File: src/rtl/axi_line_fetch_master.sv
// axi_line_fetch_master
// Whole-line AXI master for the cache-refill path. One line request is taken
// at a time. A read issues a LINE_BEATS-beat INCR read burst and returns the
// assembled line. A write issues a LINE_BEATS-beat INCR write burst and
// returns the write response.
//
// Ports
//   M_AXI_ACLK, M_AXI_ARESETN    clock, synchronous active-low reset
//   req_*                        line request handshake (valid/ready, we, addr, wline)
//   resp_*                       one-cycle completion pulse, read line, error flag
//   M_AXI_AW*/W*/B*              write address / data / response channels
//   M_AXI_AR*/R*                 read address / data channels
module axi_line_fetch_master #(
    parameter int WIDTH_ID   = 2,
    parameter int WIDTH_DA   = 32,
    parameter int WIDTH_AD   = 32,
    parameter int LINE_BEATS = 4
) (
    input  logic                           M_AXI_ACLK,
    input  logic                           M_AXI_ARESETN,
    input  logic                           req_valid,
    output logic                           req_ready,
    input  logic                           req_we,
    input  logic [WIDTH_AD-1:0]            req_addr,
    input  logic [LINE_BEATS*WIDTH_DA-1:0] req_wline,
    output logic                           resp_valid,
    output logic [LINE_BEATS*WIDTH_DA-1:0] resp_rline,
    output logic                           resp_err,
    output logic [WIDTH_ID-1:0]            M_AXI_AWID,
    output logic [WIDTH_AD-1:0]            M_AXI_AWADDR,
    output logic [3:0]                     M_AXI_AWLEN,
    output logic [2:0]                     M_AXI_AWSIZE,
    output logic [1:0]                     M_AXI_AWBURST,
    output logic                           M_AXI_AWVALID,
    input  logic                           M_AXI_AWREADY,
    output logic [WIDTH_DA-1:0]            M_AXI_WDATA,
    output logic [WIDTH_DA/8-1:0]          M_AXI_WSTRB,
    output logic                           M_AXI_WLAST,
    output logic                           M_AXI_WVALID,
    input  logic                           M_AXI_WREADY,
    input  logic [WIDTH_ID-1:0]            M_AXI_BID,
    input  logic [1:0]                     M_AXI_BRESP,
    input  logic                           M_AXI_BVALID,
    output logic                           M_AXI_BREADY,
    output logic [WIDTH_ID-1:0]            M_AXI_ARID,
    output logic [WIDTH_AD-1:0]            M_AXI_ARADDR,
    output logic [3:0]                     M_AXI_ARLEN,
    output logic [2:0]                     M_AXI_ARSIZE,
    output logic [1:0]                     M_AXI_ARBURST,
    output logic                           M_AXI_ARVALID,
    input  logic                           M_AXI_ARREADY,
    input  logic [WIDTH_ID-1:0]            M_AXI_RID,
    input  logic [WIDTH_DA-1:0]            M_AXI_RDATA,
    input  logic [1:0]                     M_AXI_RRESP,
    input  logic                           M_AXI_RLAST,
    input  logic                           M_AXI_RVALID,
    output logic                           M_AXI_RREADY
);

    localparam int             CNT_W    = $clog2(LINE_BEATS);
    localparam int             LINE_W   = LINE_BEATS * WIDTH_DA;
    localparam logic [CNT_W-1:0] CNT_LAST = CNT_W'(LINE_BEATS - 1);
    localparam logic [3:0]     AX_LEN   = 4'(LINE_BEATS - 1);
    localparam logic [2:0]     AX_SIZE  = 3'($clog2(WIDTH_DA / 8));

    typedef enum logic [2:0] {S_IDLE, S_AR, S_R, S_AW, S_W, S_B, S_DONE} state_t;

    state_t              state_reg, state_next;
    logic [CNT_W-1:0]    cnt_reg, cnt_next;
    logic                err_reg, err_next;
    logic [WIDTH_AD-1:0] addr_reg;
    logic [WIDTH_DA-1:0] beat_reg [LINE_BEATS];
    logic [LINE_W-1:0]   rline_reg;
    logic [LINE_W-1:0]   rline_final;
    logic                accept;
    logic                r_hs;
    logic                r_end;

    // IDs are never interpreted; fold them into a sink so they are visibly consumed.
    logic unused_ids;
    assign unused_ids = ^{M_AXI_RID, M_AXI_BID};

    assign accept = (state_reg == S_IDLE) && req_valid;
    assign r_hs   = (state_reg == S_R) && M_AXI_RVALID;
    // A read burst ends on the last expected beat or on an early RLAST.
    assign r_end  = M_AXI_RLAST || (cnt_reg == CNT_LAST);

    // Line as it will look once the current beat is written; published to
    // resp_rline on the final beat so the output only changes at completion.
    generate
        for (genvar gi = 0; gi < LINE_BEATS; gi++) begin : g_slot
            assign rline_final[gi*WIDTH_DA +: WIDTH_DA] =
                (cnt_reg == CNT_W'(gi)) ? M_AXI_RDATA : beat_reg[gi];
        end
    endgenerate

    always_ff @(posedge M_AXI_ACLK) begin
        if (!M_AXI_ARESETN) begin
            state_reg <= S_IDLE;
            cnt_reg   <= '0;
            err_reg   <= 1'b0;
        end else begin
            state_reg <= state_next;
            cnt_reg   <= cnt_next;
            err_reg   <= err_next;
        end
    end

    always_ff @(posedge M_AXI_ACLK) begin
        if (!M_AXI_ARESETN) begin
            addr_reg  <= '0;
            rline_reg <= '0;
            for (int i = 0; i < LINE_BEATS; i++) begin
                beat_reg[i] <= '0;
            end
        end else begin
            if (accept) begin
                addr_reg <= req_addr;
                for (int i = 0; i < LINE_BEATS; i++) begin
                    beat_reg[i] <= req_wline[i*WIDTH_DA +: WIDTH_DA];
                end
            end
            if (r_hs) begin
                beat_reg[cnt_reg] <= M_AXI_RDATA;
                if (r_end) begin
                    rline_reg <= rline_final;
                end
            end
        end
    end

    always_comb begin
        state_next    = state_reg;
        cnt_next      = cnt_reg;
        err_next      = err_reg;
        req_ready     = 1'b0;
        resp_valid    = 1'b0;
        resp_err      = 1'b0;
        M_AXI_ARVALID = 1'b0;
        M_AXI_RREADY  = 1'b0;
        M_AXI_AWVALID = 1'b0;
        M_AXI_WVALID  = 1'b0;
        M_AXI_WLAST   = 1'b0;
        M_AXI_BREADY  = 1'b0;
        case (state_reg)
            S_IDLE: begin
                req_ready = 1'b1;
                if (req_valid) begin
                    cnt_next   = '0;
                    err_next   = 1'b0;
                    state_next = req_we ? S_AW : S_AR;
                end
            end
            S_AR: begin
                M_AXI_ARVALID = 1'b1;
                if (M_AXI_ARREADY) begin
                    state_next = S_R;
                end
            end
            S_R: begin
                M_AXI_RREADY = 1'b1;
                if (M_AXI_RVALID) begin
                    cnt_next = cnt_reg + CNT_W'(1);
                    // RLAST must coincide exactly with the final expected beat.
                    if ((M_AXI_RRESP != 2'b00) ||
                        (M_AXI_RLAST != (cnt_reg == CNT_LAST))) begin
                        err_next = 1'b1;
                    end
                    if (r_end) begin
                        state_next = S_DONE;
                    end
                end
            end
            S_AW: begin
                M_AXI_AWVALID = 1'b1;
                if (M_AXI_AWREADY) begin
                    state_next = S_W;
                end
            end
            S_W: begin
                M_AXI_WVALID = 1'b1;
                M_AXI_WLAST  = (cnt_reg == CNT_LAST);
                if (M_AXI_WREADY) begin
                    cnt_next = cnt_reg + CNT_W'(1);
                    if (cnt_reg == CNT_LAST) begin
                        state_next = S_B;
                    end
                end
            end
            S_B: begin
                M_AXI_BREADY = 1'b1;
                if (M_AXI_BVALID) begin
                    if (M_AXI_BRESP != 2'b00) begin
                        err_next = 1'b1;
                    end
                    state_next = S_DONE;
                end
            end
            S_DONE: begin
                resp_valid = 1'b1;
                resp_err   = err_reg;
                state_next = S_IDLE;
            end
            default: begin
                state_next = S_IDLE;
            end
        endcase
    end

    assign resp_rline    = rline_reg;
    assign M_AXI_ARID    = '0;
    assign M_AXI_ARADDR  = addr_reg;
    assign M_AXI_ARLEN   = AX_LEN;
    assign M_AXI_ARSIZE  = AX_SIZE;
    assign M_AXI_ARBURST = 2'b01;
    assign M_AXI_AWID    = '0;
    assign M_AXI_AWADDR  = addr_reg;
    assign M_AXI_AWLEN   = AX_LEN;
    assign M_AXI_AWSIZE  = AX_SIZE;
    assign M_AXI_AWBURST = 2'b01;
    assign M_AXI_WDATA   = beat_reg[cnt_reg];
    assign M_AXI_WSTRB   = '1;

endmodule
File: config.mk
export PLATFORM = sky130hd
export DESIGN_NAME = axi_line_fetch_master
export DESIGN_NICKNAME = d
export VERILOG_FILES = /design/src/rtl/axi_line_fetch_master.sv
export SDC_FILE = /design/constraint.sdc
export NUM_CORES = 1
export LEC_CHECK = 0
export CORE_AREA = 8 8 178 180
export DETAILED_ROUTE_END_ITERATION = 8
export DIE_AREA = 0 0 186 188
export PLACE_DENSITY_LB_ADDON = 0.2
export SYNTH_ARGS = -nofsm -noshare
export SYNTH_HDL_FRONTEND = slang
export SYNTH_SLANG_ARGS = --single-unit
export TNS_END_PERCENT = 20
File: constraint.sdc
create_clock -name M_AXI_ACLK -period 5.3 [get_ports M_AXI_ACLK]
set_input_delay 1.06 -clock M_AXI_ACLK [delete_from_list [all_inputs] [get_ports M_AXI_ACLK]]
set_output_delay 1.06 -clock M_AXI_ACLK [all_outputs]
set_load 0.03 [all_outputs]
==> results.py <==
metrics = {
    "run_status": {
        "outcome": "complete, no violations",
    },
    "synthesis": {
        "synth_area_per_cell_um2": 10.1,
        "ys_seq_area_share_pct": 54.7,
        "synth_area_leader_cell": "edfxtp_1",
        "synth_edf_count": 128,
        "async_flop_share_pct": 0,
        "synth_flop_cell": "dfxtp_1",
        "postSynthCellCount": 1307,
        "synth_top_area_share_pct": 29.2,
        "yosys_register_bits": 296,
        "synth_cell_types": 41,
        "netlist_area_um2": 13200,
        "ys_warn_count": 0,
        "yosys-top-cells-area": "edfxtp_1 (29%), dfxtp_1 (26%), nand2_1 (11%)",
    },
    "die": {
        "initial_core_util_pct": 45.4,
        "ios": 469,
        "die_x_um": 186,
        "fp.dieH_um": 188,
        "fp.dieArea_um2": 35000,
        "rows": 63,
        "core_um2": 29000,
    },
    "clock_network": {
        "cts_root_buf": "clkbuf_16",
        "ctsHtreeMaxLevel": 2,
        "clkTransAtPathRegs_ns": 0.06,
        "cts_buffer_depth": 3,
        "clock_latency_ns": 0.51,
        "cts_tree": "yes",
        "cts.sinks": 296,
        "ctsHoldBuffers": 0,
        "cts_setup_buffers": 0,
        "cts_buffers": 34,
        "cts_resized": 0,
    },
    "final_layout": {
        "drive_gt1_share_pct": 6.90,
        "fin_nets": 1872,
        "final_util_pct": 63.6,
        "stdcell_count": 2073,
        "syn_to_final_growth_pct": 40.2,
    },
    "sta": {
        "fin_skew_ns": 0.0149,
        "layout_min_cycle_time_ns": 4.00,
        "hold_violations": 0,
        "relSlewSlack_pct": 26.7,
        "final_max_slew_viol_count": 0,
        "finalCritPeriodShare_pct": 75.5,
        "rsz0062_at_grt": "no",
        "setup_violations": 0,
        "fmax_mhz": 250,
        "tns_ns": 0,
        "tightest_slew_ns": 1.09,
    },
    "detailed_routing": {
        "wl_per_cell_um": 23.2,
        "drt-pass1-iter-count": 5,
        "drt_wl_total_um": 48100,
        "drc": 0,
        "via_per_inst": 5.57,
        "ant_nets": 0,
        "vias": 11556,
        "drt-initial-drc-count": 979,
    },
    "setup_path": {
        "critPathBufInv": 2,
        "rrSetupSlack_ns": 2.34,
        "worst_path_dominant_cell_family": "buffers and inverters",
        "crit-reg2reg-launch": "state_reg[0]",
        "crit_cells": 3,
        "reg2reg_to": "beat_reg[3][3]",
        "start_kind": "flop",
        "crit_slowest_cell": "dfxtp_2",
        "critPathArrivalTime_ns": 2.94,
        "crit_chain": "buf_4, mux4_2, clkdlybuf4s50_1",
        "required_ns": 4.24,
        "crit_end": "M_AXI_WDATA[27]",
        "end_kind": "output port",
        "r2r_cells": 5,
        "crit_type": "flop to output port",
        "worst-path-max-fanout": 22,
        "max_stage_delay_ns": 0.94,
    },
    "power_and_ir_drop": {
        "ir_drop_v": 0.000294,
        "p_leak_nw": 7.11,
        "p_per_area_nw_per_um2": 446,
    },
    "grt": {
        "grt_pass1_vias": 11840,
        "grt_first_pass_wirelength_um": 72000,
        "antenna_found_initial": 5,
        "overflow": 0,
        "grt_usage_pct": 26.6,
        "grt_start_max_net_pins": 125,
    },
    "place": {
        "dp.cells": 2010,
        "dp_hpwl_um": 32000,
        "gp_congestion": 0.859,
        "numPortBuffers": 438,
    },
    "flow_run": {
        "maxCapViolations": 0,
    },
    "hold_path": {
        "hp-class": "flop to flop",
    },
}
-- stage by stage --
step | hold slack (ns) | setup WS (ns) | power (W) | instance area [um2]
CTS | 0.492 | 1.23 | 0.00827 | 18500
global placement | 0.479 | 1.51 | 0.00590 | 17400
finish | 0.500 | 1.30 | 0.00823 | 18500
floorplan | 0.450 | 2.19 | 0.00482 | 13300
global route | 0.521 | 1.13 | 0.00855 | 18500
detailed placement | 0.479 | 1.50 | 0.00595 | 17400
-- power by group --
part	switching, W	internal [W]	leakage (nW)	total, W
combinational	0.00157	0.00110	3.83	0.00267
sequential	0.000328	0.00291	2.74	0.00324
clock	0.000925	0.00140	0.540	0.00233
total	0.00282	0.00541	7.11	0.00823
-- logic make-up after synthesis --
| family | share of synthesized area (%) |
|---|---|
| adder cells (fa/ha/maj) | 0.570 |
| multiplexers | 8.29 |
| AO/OA/AOI/OAI | 15.8 |
| flip-flops | 54.7 |
| other | 0.0570 |
| AND/OR/NAND/NOR | 12.9 |
| XOR/XNOR | 0.133 |
| buffers and inverters | 7.54 |
-- Yosys cell counts (3+ instances only) --
library cell,instances
nand2_1,391
o21ai_1,35
clkbuf_1,42
mux2i_1,37
mux4_2,32
buf_4,73
o21ai_0,97
dfxtp_1,168
edfxtp_1,128
a21boi_1,4
nand3_1,3
buf_1,3
and3_1,5
a21oi_1,33
ha_1,6
inv_1,6
a31oi_1,97
a22o_1,64
and2_1,5
nor2_1,6
buf_2,43
-- layout by cell type, fill, tap and decap left out, types with 13 or more instances in the layout --
master	count
clkdlybuf4s50_1	437
nand2_1	388
dfxtp_1	166
edfxtp_1	128
o21ai_0	97
a31oi_1	97
a22o_1	64
mux2i_1	37
o21ai_1	35
clkbuf_16	35
a21oi_1	33
mux4_2	32
conb_1	26
buf_4	13
-- how the worst min path moves through the flow --
stage,from,slack [ns],depth (start not counted),endpoint
detailed placement,err_reg,0.48,2,err_reg
global route,M_AXI_ARADDR[29],0.52,1,M_AXI_ARADDR[29]
finish,err_reg,0.50,2,err_reg
CTS,err_reg,0.49,2,err_reg
global placement,err_reg,0.48,2,err_reg
floorplan,err_reg,0.45,2,err_reg
-- layout make-up --
class / count / area (um2)
Antenna cell: 2 / 5.00
Clock buffer: 52 / 1000
Clock inverter: 9 / 101
Fill cell: 2396 / 10500
Inverter: 6 / 22.5
Multi-Input combinational cell: 865 / 5100
Sequential cell: 296 / 7210
Tap cell: 390 / 488
Timing Repair Buffer: 453 / 4530
-- worst reg2reg max path, delay by kind of cell, from the launching register on --
family | cells | cell delay, ns
AND/OR/NAND/NOR | 2 | 0.88
buffers and inverters | 2 | 0.85
flip-flops | 1 | 0.68
AO/OA/AOI/OAI | 1 | 0.31
-- layer usage --
| metal | wire, um | part of all wire, % | vias up | track usage [%] |
|---|---|---|---|---|
| met2 | 23000 | 48 | 596 | 43.8 |
| met4 | 1300 | 2.7 | 6 | 8.25 |
| met5 | 41 | 0.085 | - | 0 |
| li1 | - | - | 5312 | - |
| met1 | 18800 | 39 | 5555 | 33.3 |
| met3 | 4990 | 10 | 87 | 7.55 |
Note: power is estimated with default switching activity, not from simulation.
